File: src/rtl/time_set_ctrl.sv
// Button front-end and set-mode FSM for the hh:mm:ss counter: synchronise, debounce, edit shadow time, load.
// Optional macro HOLD_REPEAT_EN adds auto-repeat while the inc button is held in an edit state.
module time_set_ctrl #(
    parameter int DEB_CNT      = 4,
    parameter int HOUR_MAX     = 23,
    parameter int REPEAT_TICKS = 8
) (
    input  logic       clk,
    input  logic       RESET,
    input  logic       tick_en,
    input  logic       btn_mode,
    input  logic       btn_inc,
    input  logic [5:0] cur_hour,
    input  logic [5:0] cur_min,
    input  logic [5:0] cur_sec,
    output logic [5:0] set_hour,
    output logic [5:0] set_min,
    output logic [5:0] set_sec,
    output logic       load_time,
    output logic       run_en,
    output logic [1:0] field_sel
);

    localparam logic [3:0] DEB_LAST = 4'(DEB_CNT - 1);
    localparam logic [5:0] HOUR_LIM = 6'(HOUR_MAX);
    localparam logic [5:0] MS_LIM   = 6'd59;

    typedef enum logic [2:0] {RUN, SET_H, SET_M, SET_S, COMMIT} state_t;

    logic [1:0] raw;
    logic [1:0] press;
    logic       mode_evt;
    logic       inc_evt;

    assign raw = {btn_inc, btn_mode};

    // Index 0 is the mode button, index 1 the increment button.
    generate
        for (genvar gi = 0; gi < 2; gi++) begin : gen_btn
            logic       sync1_reg;
            logic       sync2_reg;
            logic       level_reg;
            logic       press_reg;
            logic [3:0] cnt_reg;

            always_ff @(posedge clk) begin
                if (RESET) begin
                    sync1_reg <= 1'b0;
                    sync2_reg <= 1'b0;
                    level_reg <= 1'b0;
                    press_reg <= 1'b0;
                    cnt_reg   <= 4'd0;
                end else begin
                    sync1_reg <= raw[gi];
                    sync2_reg <= sync1_reg;
                    press_reg <= 1'b0;
                    if (tick_en) begin
                        if (sync2_reg == level_reg) begin
                            cnt_reg <= 4'd0;
                        end else if (cnt_reg == DEB_LAST) begin
                            cnt_reg   <= 4'd0;
                            level_reg <= sync2_reg;
                            press_reg <= sync2_reg;
                        end else begin
                            cnt_reg <= cnt_reg + 4'd1;
                        end
                    end
                end
            end

            assign press[gi] = press_reg;
        end
    endgenerate

    state_t state_reg;

    assign mode_evt = press[0];

`ifdef HOLD_REPEAT_EN
    localparam int             HW      = $clog2(REPEAT_TICKS + 1);
    localparam logic [HW-1:0]  REP_LIM = HW'(REPEAT_TICKS);

    logic          inc_level;
    logic          editing;
    logic [HW-1:0] hold_cnt_reg;
    logic          phase_reg;
    logic          rep_reg;

    assign inc_level = gen_btn[1].level_reg;
    assign editing   = (state_reg == SET_H) || (state_reg == SET_M) || (state_reg == SET_S);

    // After REPEAT_TICKS of hold, emit one repeat every second tick.
    always_ff @(posedge clk) begin
        if (RESET || !editing || !inc_level || mode_evt) begin
            hold_cnt_reg <= '0;
            phase_reg    <= 1'b0;
            rep_reg      <= 1'b0;
        end else begin
            rep_reg <= 1'b0;
            if (tick_en) begin
                if (hold_cnt_reg < REP_LIM) begin
                    hold_cnt_reg <= hold_cnt_reg + 1'b1;
                end else begin
                    phase_reg <= ~phase_reg;
                    rep_reg   <= phase_reg;
                end
            end
        end
    end

    assign inc_evt = press[1] | rep_reg;
`else
    assign inc_evt = press[1];
`endif

    logic [5:0] set_hour_reg;
    logic [5:0] set_min_reg;
    logic [5:0] set_sec_reg;
    logic       load_time_reg;
    logic       run_en_reg;
    logic [1:0] field_sel_reg;

    // Mode is checked before inc in every state, so a coincident inc is dropped.
    always_ff @(posedge clk) begin
        if (RESET) begin
            state_reg     <= RUN;
            set_hour_reg  <= 6'd0;
            set_min_reg   <= 6'd0;
            set_sec_reg   <= 6'd0;
            load_time_reg <= 1'b0;
            run_en_reg    <= 1'b1;
            field_sel_reg <= 2'd0;
        end else begin
            case (state_reg)
                RUN: begin
                    if (mode_evt) begin
                        state_reg     <= SET_H;
                        set_hour_reg  <= cur_hour;
                        set_min_reg   <= cur_min;
                        set_sec_reg   <= cur_sec;
                        run_en_reg    <= 1'b0;
                        field_sel_reg <= 2'd1;
                    end
                end
                SET_H: begin
                    if (mode_evt) begin
                        state_reg     <= SET_M;
                        field_sel_reg <= 2'd2;
                    end else if (inc_evt) begin
                        set_hour_reg <= (set_hour_reg >= HOUR_LIM) ? 6'd0 : set_hour_reg + 6'd1;
                    end
                end
                SET_M: begin
                    if (mode_evt) begin
                        state_reg     <= SET_S;
                        field_sel_reg <= 2'd3;
                    end else if (inc_evt) begin
                        set_min_reg <= (set_min_reg >= MS_LIM) ? 6'd0 : set_min_reg + 6'd1;
                    end
                end
                SET_S: begin
                    if (mode_evt) begin
                        state_reg     <= COMMIT;
                        load_time_reg <= 1'b1;
                        field_sel_reg <= 2'd0;
                    end else if (inc_evt) begin
                        set_sec_reg <= (set_sec_reg >= MS_LIM) ? 6'd0 : set_sec_reg + 6'd1;
                    end
                end
                COMMIT: begin
                    state_reg     <= RUN;
                    load_time_reg <= 1'b0;
                    run_en_reg    <= 1'b1;
                end
                default: begin
                    state_reg     <= RUN;
                    load_time_reg <= 1'b0;
                    run_en_reg    <= 1'b1;
                    field_sel_reg <= 2'd0;
                end
            endcase
        end
    end

    assign set_hour  = set_hour_reg;
    assign set_min   = set_min_reg;
    assign set_sec   = set_sec_reg;
    assign load_time = load_time_reg;
    assign run_en    = run_en_reg;
    assign field_sel = field_sel_reg;

endmodule

File: config.mk
export PLATFORM = sky130hd
export DESIGN_NAME = time_set_ctrl
export DESIGN_NICKNAME = d
export VERILOG_FILES = /design/src/rtl/time_set_ctrl.sv
export SDC_FILE = /design/constraint.sdc
export NUM_CORES = 1
export LEC_CHECK = 0
export CORE_ASPECT_RATIO = 0.6
export CORE_UTILIZATION = 51
export CTS_CLUSTER_DIAMETER = 150
export DETAILED_ROUTE_END_ITERATION = 10
export PLACE_DENSITY = 0.8
export SLEW_MARGIN = 20
export SYNTH_ARGS = -nofsm -noshare
export SYNTH_HDL_FRONTEND = slang
export SYNTH_SLANG_ARGS = --single-unit
File: constraint.sdc
create_clock -name clk -period 3 [get_ports clk]
set_clock_uncertainty 0.1 [all_clocks]
set_input_delay 0.6 -clock clk [delete_from_list [all_inputs] [get_ports clk]]
set_output_delay 0.6 -clock clk [all_outputs]
set_load 0.02 [all_outputs]
==> summary.txt, run 1 <==
Worst hold path
  • Hold path depth: 1
  • Terminating pin of the worst hold path: gen_btn[0].sync2_reg$_SDFF_PP0_
  • Worst hold path type: reg -> reg
  • Hold path startpoint: gen_btn[0].sync1_reg$_SDFF_PP0_

Routing
  • Vias per inst: 5.91
  • Detailed-route wire length per cell: ~14 um
  • Detailed route wirelength on metal2: 1920 um
  • DRC violations left: 0
  • Via total after detailed routing: around 2000
  • Highest metal layer with signal wires: met4
  • Met3 routed wirelength: 311 um
  • Met1 wire length: ~2400 um
  • Remaining antenna violation count after routing: 0
  • Final wirelength: around 4600 um
  • DRT iter0 DRCs: 120
  • Number of detailed-route iterations in the first pass: 4

Synth
  • Number of nets produced by synthesis: 275
  • Most used DFF post-synth: dfxtp_1
  • Mean instance size in the synthesized netlist: 8.55 um^2
  • Post-synthesis cell area: ~2100 um^2
  • Ys async rst share: 0%
  • Sequential-to-total area share from yosys stat: 38.9%
  • Syn Inst Count: 247
  • Number of synthesized flops with an enable pin: 0
  • Yosys warns: 0
  • Synth unique cells: 47
  • Number of storage elements in the synthesis netlist: 41

Power and ir drop
  • Areal power density over the cells: 425 nW/um^2
  • IR drop worst, VDD: about 0.00038 V
  • Standby leakage power: 0.924 nW

Clocking
  • TritonCTS buffer count: 5
  • Count of hold buffers inserted by post-cts repair: 0
  • Clock tree from TritonCTS: yes
  • Root buffer selected by CTS: clkbuf_8
  • Number of buffers on the longest clock path: 2
  • Post-CTS setup buffer count: 0
  • Total clock sinks: 41
  • Source-to-sink clock delay at the later pin of the worst-skew pair: about 0.30 ns
  • H-tree depth: 2
  • Gates resized, CTS repair: 0
  • Clk pin slew, worst setup/hold paths: 0.08 ns

Die
  • Core box area: 3810 um^2
  • Die outline area: 4410 um^2
  • I/O pin count: 45
  • Die boundary height: 51.8 um
  • Chip width: 85.1 um
  • Core Rows: 17
  • Starting utilization of the core area: 55.4%

Setup path
  • Terminus of the critical flop-to-flop path: set_sec[0]$_SDFFE_PP0P_
  • Logic depth of the worst path, buffers included: 1
  • Data required time of the critical path: between 2 and 2.5 ns
  • Top fanout value on the critical path: 8
  • Arr. time, crit path: 1.51 ns
  • Endpoint type of the worst setup path: output pin
  • Critical path class: reg -> out
  • Peak per-stage delay on the critical path: 0.67 ns
  • CP Cell Sequence: clkdlybuf4s50_1
  • Critical register-to-register path startpoint: state_reg[0]$_SDFFE_PP0P_
  • CP max stage cell: clkdlybuf4s50_1
  • Worst-case register-to-register setup slack: 0.82 ns
  • CP delay by family, top: buffers and inverters
  • Crit path launch type: register
  • CP Buf/Inv Count: 1
  • Cells on worst reg2reg path: 4

Place
  • HPWL Detailed: 3150 um
  • Final weighted congestion of routability-driven global placement: 0.827
  • Number of buffers added on ports: 44

STA
  • Final worst path period share: roughly 74%
  • Final slew viol count: 0
  • Count of endpoints failing setup in the final report: 0
  • Max Freq: 452 MHz
  • Number of hold-slack violations in the final timing report: 0
  • RSZ-0062 raised after global routing: no
  • Final-layout setup total negative slack: 0 ns
  • Final worst path period need: between 2 and 2.5 ns
  • Worst Max-Slew Pin Slew: 0.576 ns
  • Relative max-transition margin: between 60 and 70%

Final layout
  • Commonest non-fill, non-tap cells in the layout: clkdlybuf4s50_1, dfxtp_1, a21oi_1
  • Flip-flop count of the largest register after layout: 8
  • Final Core Density: 70.7%
  • Most frequent standard cell in the layout excluding fill and tap cells: clkdlybuf4s50_1
  • Final #Nets: approximately 310
  • Synth-to-Final Area Change: 27.6%
  • Diode insertion count for antenna repair: 0
  • Proportion of layout cells with a drive suffix above 1: under 10%

GRT
  • Total overflow reported by the global router: 0
  • Largest net degree at the start of global routing: between 40 and 50
  • Overall fraction of global-route tracks in use: 22.6%
  • Global-route wire length before repair: just under 8000 um
  • Vias in the first global route: ~1700
  • Antenna violations before repair: 0

Flow run
  • Max-capacitance violation count: 0

Outcome
  • Run status: completed
==> where the power goes <==
part | internal (mW) | switching [mW] | leakage [nW] | total, mW
sequential | 0.547 | 0.00273 | 0.331 | 0.550
clock | 0.335 | 0.203 | 0.0687 | 0.538
combinational | 0.0362 | 0.0215 | 0.524 | 0.0576
total | 0.919 | 0.227 | 0.924 | 1.15
==> per-stage QoR <==
stage | total power, mW | instances | hold slack, ns | cell area [um^2] | setup slack [ns]
floorplan | 0.585 | 247 | 0.314 | 2110 | 1.28
global placement | 0.620 | 323 | 0.316 | 2550 | 0.827
detailed placement | 0.621 | 323 | 0.332 | 2550 | 0.793
CTS | 1.15 | 331 | 0.351 | 2690 | 0.797
global route | 1.18 | 331 | 0.365 | 2690 | 0.676
finish | 1.15 | 331 | 0.345 | 2690 | 0.789
==> how the worst max path moves through the flow <==
stage                                               endpoint                 startpoint
after global placement     gen_btn[1].level_reg$_SDFFE_PP0P_                    tick_en
after floorplan            gen_btn[1].level_reg$_SDFFE_PP0P_                    tick_en
after CTS                                        set_hour[4]   set_hour[4]$_SDFFE_PP0P_
final                                            set_hour[4]   set_hour[4]$_SDFFE_PP0P_
after global routing                 set_sec[0]$_SDFFE_PP0P_  state_reg[0]$_SDFFE_PP0P_
after detailed placement  gen_btn[1].cnt_reg[2]$_SDFFE_PP0P_                    tick_en
==> per-layer routing <==
layer / vias to the layer above / GRT usage, %
met3: 6 / 5.56
met2: 76 / 34.3
li1: 987 / -
met1: 888 / 31.8
met5: - / 0
met4: 0 / 7.34
==> layout make-up <==
| class | count | area, um^2 |
|---|---|---|
| clock buffers | 5 | 68.8 |
| clock inverters | 3 | 68.8 |
| fillers | 286 | 1110 |
| inverters | 6 | 22.5 |
| multi-input cells | 184 | 1190 |
| flip-flops and latches | 41 | 821 |
| well taps | 47 | 58.8 |
| repair buffers | 45 | 460 |
==> cells in the mapped netlist, drive strengths merged (6+ instances only) <==
master / count / share of area, %
a211oi: 10 / 3.8
a21oi: 23 / 5.6
a221oi: 8 / 3.6
and2: 8 / 2.4
buf: 6 / 1.8
clkbuf: 10 / 1.8
dfxtp: 41 / 39
inv: 6 / 1.1
nand2: 13 / 2.3
nand2b: 8 / 2.4
nand3: 8 / 1.9
nor2: 15 / 2.7
nor2b: 7 / 2.1
nor3: 16 / 3.8
o21ai: 10 / 2.4
==> cell families (layout without fill, tap and decap cells) <==
logic type	Yosys count	count (layout)	synth area share (%)
adders and majority gates	5	5	2.96
xor gates and xnor gates	7	7	2.90
muxes	1	1	0.474
AOI/OAI and AO/OA	70	70	23.5
DFF	41	41	38.9
and+or+nand+nor	101	101	26.6
buffers and inverters	22	59	4.62
Note: power is estimated with default switching activity, not from simulation.
==> inputs of run 2 (changes only) <==
Settings changed: CORE_UTILIZATION 51 to 46, PLACE_DENSITY 0.8 to 0.76.
Clock period 3 ns to 1.9 ns, I/O delays scaled along.
==> summary.txt, run 2 (synthesis gave the netlist of run 1 again) <==
Outcome
  • Run status: completed

GRT
  • Total overflow reported by the global router: 0
  • Antenna violations before repair: 0
  • Overall fraction of global-route tracks in use: 21.1%
  • Global-route wire length before repair: 7850 um
  • Largest net degree at the start of global routing: 44
  • Vias in the first global route: 1745

Power and ir drop
  • Areal power density over the cells: between 500 and 600 nW/um^2
  • Total power: 1.52 mW
  • Standby leakage power: 1.01 nW
  • IR drop worst, VDD: 0.000371 V
  • Comb power frac: 6.2%
  • Part of the power in registers: 57.2%
  • Internal power consumption: 1.18 mW
  • Net switching power figure: 339 uW
  • Fraction of power spent switching nets: approximately 22%
  • Clk network pwr share: approximately 37%

Setup path
  • Logic depth of the worst path, buffers included: 1
  • Endpoint type of the worst setup path: output pin
  • Critical path class: reg -> out
  • Cells on worst reg2reg path: 5
  • CP Capture Point: set_min[2]
  • CP max stage cell: clkdlybuf4s50_1
  • Terminus of the critical flop-to-flop path: set_hour[3]$_SDFFE_PP0P_
  • Worst-case register-to-register setup slack: roughly 0.060 ns
  • CP delay by family, top: buffers and inverters
  • CP Buf/Inv Count: 1
  • Peak per-stage delay on the critical path: about 0.65 ns
  • Critical path origin: set_min[2]$_SDFFE_PP0P_
  • Crit path launch type: register
  • Data required time of the critical path: 1.42 ns
  • CP Cell Sequence: clkdlybuf4s50_1
  • Top fanout value on the critical path: 6
  • Arr. time, crit path: 1.38 ns
  • Critical register-to-register path startpoint: state_reg[0]$_SDFFE_PP0P_

STA
  • Number of hold-slack violations in the final timing report: 0
  • Count of endpoints failing setup in the final report: 0
  • Final worst path period need: 1.86 ns
  • Relative max-transition margin: 71.0%
  • Final worst path period share: 98.1%
  • RSZ-0062 raised after global routing: yes
  • Worst Max-Slew Pin Slew: 0.432 ns
  • Max Freq: about 540 MHz
  • Final slew viol count: 0

Clocking
  • Number of buffers on the longest clock path: 2
  • Post-CTS setup buffer count: 0
  • Source-to-sink clock delay at the later pin of the worst-skew pair: 0.29 ns
  • TritonCTS buffer count: 5
  • Clk pin slew, worst setup/hold paths: 0.08 ns
  • H-tree depth: 2
  • Total clock sinks: 41
  • Clock tree from TritonCTS: yes
  • Root buffer selected by CTS: clkbuf_8

Worst hold path
  • Worst hold path type: reg -> reg

Routing
  • Number of detailed-route iterations in the first pass: 4
  • Detailed-route wire length per cell: ~13 um
  • DRT iter0 DRCs: around 110
  • DRC violations left: 0
  • Via total after detailed routing: 1953
  • Vias per inst: 5.43
  • Remaining antenna violation count after routing: 0
  • Final wirelength: 4690 um

Die
  • Core Rows: 18
  • Die boundary height: roughly 54 um
  • Chip width: a little under 90 um
  • Starting utilization of the core area: 49.6%
  • Core box area: around 4300 um^2
  • Die outline area: about 4900 um^2
  • I/O pin count: 45

Place
  • HPWL Detailed: 3370 um
  • Number of buffers added on ports: 44
  • Count of placed standard cells including taps: 352
  • Final weighted congestion of routability-driven global placement: approximately 0.85

Final layout
  • Final #Nets: 327
  • Synth-to-Final Area Change: 31.5%
  • Diode insertion count for antenna repair: 0
  • Commonest non-fill, non-tap cells in the layout: clkdlybuf4s50_1, dfxtp_1, a21oi_1
  • Proportion of layout cells with a drive suffix above 1: 10.0%
  • Final Instance Count excl. Fillers: 360
  • Most frequent standard cell in the layout excluding fill and tap cells: clkdlybuf4s50_1
  • Flip-flop count of the largest register after layout: 8

Flow run
  • Max-capacitance violation count: 0
[run 2: layer usage]
layer	GRT usage, %	share of wire (%)
met5	0	0
met4	5.29	0.17
met3	5.28	4.7
met2	30.9	42
met1	30.9	53
[run 2: cell type report]
type                            instances  area, um^2
Fill cell                             351        1480
Clock inverter                          2        10.0
Inverter                                6        22.5
Clock buffer                            6        72.6
Multi-Input combinational cell        184        1190
Sequential cell                        41         821
Timing Repair Buffer                   61         582
Tap cell                               60        75.1
[run 2: stage by stage]
stage / hold slack [ns] / setup slack [ns] / TNS, ns / instance area (um^2) / utilization [%]
after floorplan: 0.314 / 0.229 / 0 / 2110 / -
after global placement: 0.320 / 0.129 / 0 / 2690 / 63.2
after detailed placement: 0.323 / 0.0924 / 0 / 2690 / 63.2
after CTS: 0.343 / 0.0380 / 0 / 2770 / 65.1
after global routing: 0.367 / -0.0719 / -0.195 / 2780 / 65.2
final: 0.343 / 0.0365 / 0 / 2780 / 65.2
[run 2: worst min-delay path by stage]
stage | start | end | slack (ns) | cells past startpoint
detailed placement | gen_btn[1].sync1_reg$_SDFF_PP0_ | gen_btn[1].sync2_reg$_SDFF_PP0_ | 0.32 | 1
finish | gen_btn[1].sync1_reg$_SDFF_PP0_ | gen_btn[1].sync2_reg$_SDFF_PP0_ | 0.34 | 1
global placement | gen_btn[0].sync1_reg$_SDFF_PP0_ | gen_btn[0].sync2_reg$_SDFF_PP0_ | 0.32 | 1
floorplan | gen_btn[0].sync1_reg$_SDFF_PP0_ | gen_btn[0].sync2_reg$_SDFF_PP0_ | 0.31 | 1
global route | gen_btn[0].sync1_reg$_SDFF_PP0_ | gen_btn[0].sync2_reg$_SDFF_PP0_ | 0.37 | 1
CTS | gen_btn[1].sync1_reg$_SDFF_PP0_ | gen_btn[1].sync2_reg$_SDFF_PP0_ | 0.34 | 1
[run 2: timing repair]
item	CTS	global route
endpoints found under the setup margin	1	6
hold buffers	0	0
endpoints found under the hold margin	0	0
resized for setup	1	1
[run 2: power groups by stage]
stage | clock (mW) | sequential [mW] | combinational (mW)
3_5_place_dp | 0 | 0.889 | 0.0946
3_3_place_gp | 0 | 0.889 | 0.0946
2_1_floorplan | 0 | 0.888 | 0.0359
5_1_grt | 0.613 | 0.870 | 0.103
4_1_cts | 0.575 | 0.868 | 0.0951
6_report | 0.555 | 0.869 | 0.0948
==> inputs of run 3 (changes only) <==
Settings changed: SETUP_SLACK_MARGIN set to 0.2.
==> summary.txt, run 3 (synthesis gave the netlist of run 1 again) <==
Clocking
  • Clock tree from TritonCTS: yes
  • Total clock sinks: 41
  • Clk pin slew, worst setup/hold paths: 0.08 ns
  • Count of hold buffers inserted by post-cts repair: 0
  • Source-to-sink clock delay at the later pin of the worst-skew pair: 0.29 ns
  • Number of buffers on the longest clock path: 2
  • Root buffer selected by CTS: clkbuf_8
  • TritonCTS buffer count: 5
  • H-tree depth: 2

Die
  • Die boundary height: between 50 and 60 um
  • Core box area: approximately 4300 um^2
  • I/O pin count: 45
  • Core Rows: 18
  • Die outline area: roughly 5000 um^2
  • Chip width: 89.5 um
  • Starting utilization of the core area: just under 50%

Power and ir drop
  • Standby leakage power: 1.10 nW
  • Total power: 1.52 mW
  • Clk network pwr share: a little over a third
  • Net switching power figure: ~340 uW
  • Part of the power in registers: a little under three fifths
  • Comb power frac: 6.3%
  • Fraction of power spent switching nets: between 20% and 30%
  • Areal power density over the cells: about 540 nW/um^2
  • IR drop worst, VDD: 0.000373 V
  • Internal power consumption: 1.18 mW

STA
  • Relative max-transition margin: 71.5%
  • Final slew viol count: 0
  • Max Freq: 603 MHz
  • Count of endpoints failing setup in the final report: 0
  • Final-layout setup total negative slack: 0 ns
  • Number of hold-slack violations in the final timing report: 0
  • Final worst path period need: ~1.7 ns
  • RSZ-0062 raised after global routing: yes
  • Final worst path period share: 87.3%
  • Worst Max-Slew Pin Slew: between 0.4 and 0.5 ns

Setup path
  • Arr. time, crit path: about 1.8 ns
  • Endpoint type of the worst setup path: register
  • Data required time of the critical path: a little over 2 ns
  • Top fanout value on the critical path: 8
  • Critical path class: reg -> reg
  • Crit path launch type: register

Worst hold path
  • Worst hold path type: reg -> reg

Final layout
  • Proportion of layout cells with a drive suffix above 1: 14.0%
  • Commonest non-fill, non-tap cells in the layout: dfxtp_1, clkdlybuf4s50_1, dlygate4sd2_1
  • Diode insertion count for antenna repair: 0
  • Flip-flop count of the largest register after layout: 8
  • Synth-to-Final Area Change: 32.6%
  • Final #Nets: between 300 and 400
  • Most frequent standard cell in the layout excluding fill and tap cells: dfxtp_1

GRT
  • Total overflow reported by the global router: 0
  • Global-route wire length before repair: 7900 um
  • Antenna violations before repair: 0
  • Largest net degree at the start of global routing: 44
  • Vias in the first global route: approximately 1800
  • Overall fraction of global-route tracks in use: 21.2%

Routing
  • Via total after detailed routing: a little under 2000
  • Vias per inst: about 5.4
  • DRT iter0 DRCs: 93
  • Number of detailed-route iterations in the first pass: 4
  • Final wirelength: 4780 um
  • DRC violations left: 0
  • Detailed-route wire length per cell: ~13 um
  • Remaining antenna violation count after routing: 0

Place
  • Number of buffers added on ports: 44
  • Final weighted congestion of routability-driven global placement: between 0.8 and 0.9
  • HPWL Detailed: 3370 um

Flow run
  • Max-capacitance violation count: 0

Outcome
  • Run status: completed
## run 3: changes by cell type in the layout (fill, tap and decap cells not counted), moves of 2 or more
cell	previous run	this run
dlygate4sd2_1	1	22
clkdlybuf4s50_1	42	22
dfxtp_1	41	38
dfxtp_2	0	2
or3b_1	3	1
or3b_4	0	2
## run 3: path summary, 6_finish.rpt
check	startpoint	end	slack, ns	depth (start not counted)
hold / removal	gen_btn[1].sync1_reg$_SDFF_PP0_	gen_btn[1].sync2_reg$_SDFF_PP0_	0.34	1
hold reg to reg	gen_btn[1].sync1_reg$_SDFF_PP0_	gen_btn[1].sync2_reg$_SDFF_PP0_	0.34	1
setup reg to reg	state_reg[0]$_SDFFE_PP0P_	set_hour[3]$_SDFFE_PP0P_	0.24	5
setup / recovery	state_reg[0]$_SDFFE_PP0P_	set_hour[3]$_SDFFE_PP0P_	0.24	5
## run 3: per-layer routing
layer	vias up	part of all wire, %	GRT usage (%)
met4	0	0.17	5.29
met2	54	42	31.4
met3	2	4.5	5.28
li1	1017	-	-
met1	890	53	30.9
met5	-	0	0
## run 3: power by group through the flow
stage               Sequential [mW]  Combinational, mW  Clock [mW]
CTS                           0.868             0.0951       0.575
global route                  0.868              0.103       0.613
finish                        0.867             0.0949       0.554
global placement              0.889             0.0946           0
floorplan                     0.888             0.0359           0
detailed placement            0.889             0.0946           0
## run 3: what timing repair did
action	CTS	global route
pin swaps	0	4
setup endpoints to repair	34	12
gates resized for setup	27	9
buffers inserted	0	1
## run 3: metrics by stage
step	area, um^2	util [%]	cells	setup slack (ns)	hold WS (ns)
finish	2800	65.8	361	0.242	0.343
global route	2800	65.8	361	0.122	0.367
CTS	2760	64.8	360	0.236	0.343
detailed placement	2690	63.2	352	0.0924	0.323
global placement	2690	63.2	352	0.129	0.320
floorplan	2110	-	247	0.229	0.314
## run 3: cell type report
cell class	instances	area, um^2
sequential	41	827
inverter	6	22.5
timing repair buffer	62	561
fill	373	1460
tap	60	75.1
clock inverter	2	10.0
multi-input combinational	184	1230
clock buffer	6	72.6
## run 3: critical path, stage by stage (launching register included)
cell     delay (ns)
dfxtp_4        0.39
or3b_4         0.44
buf_4          0.18
nor4_2         0.25
o21ai_1        0.09
a21oi_1        0.14
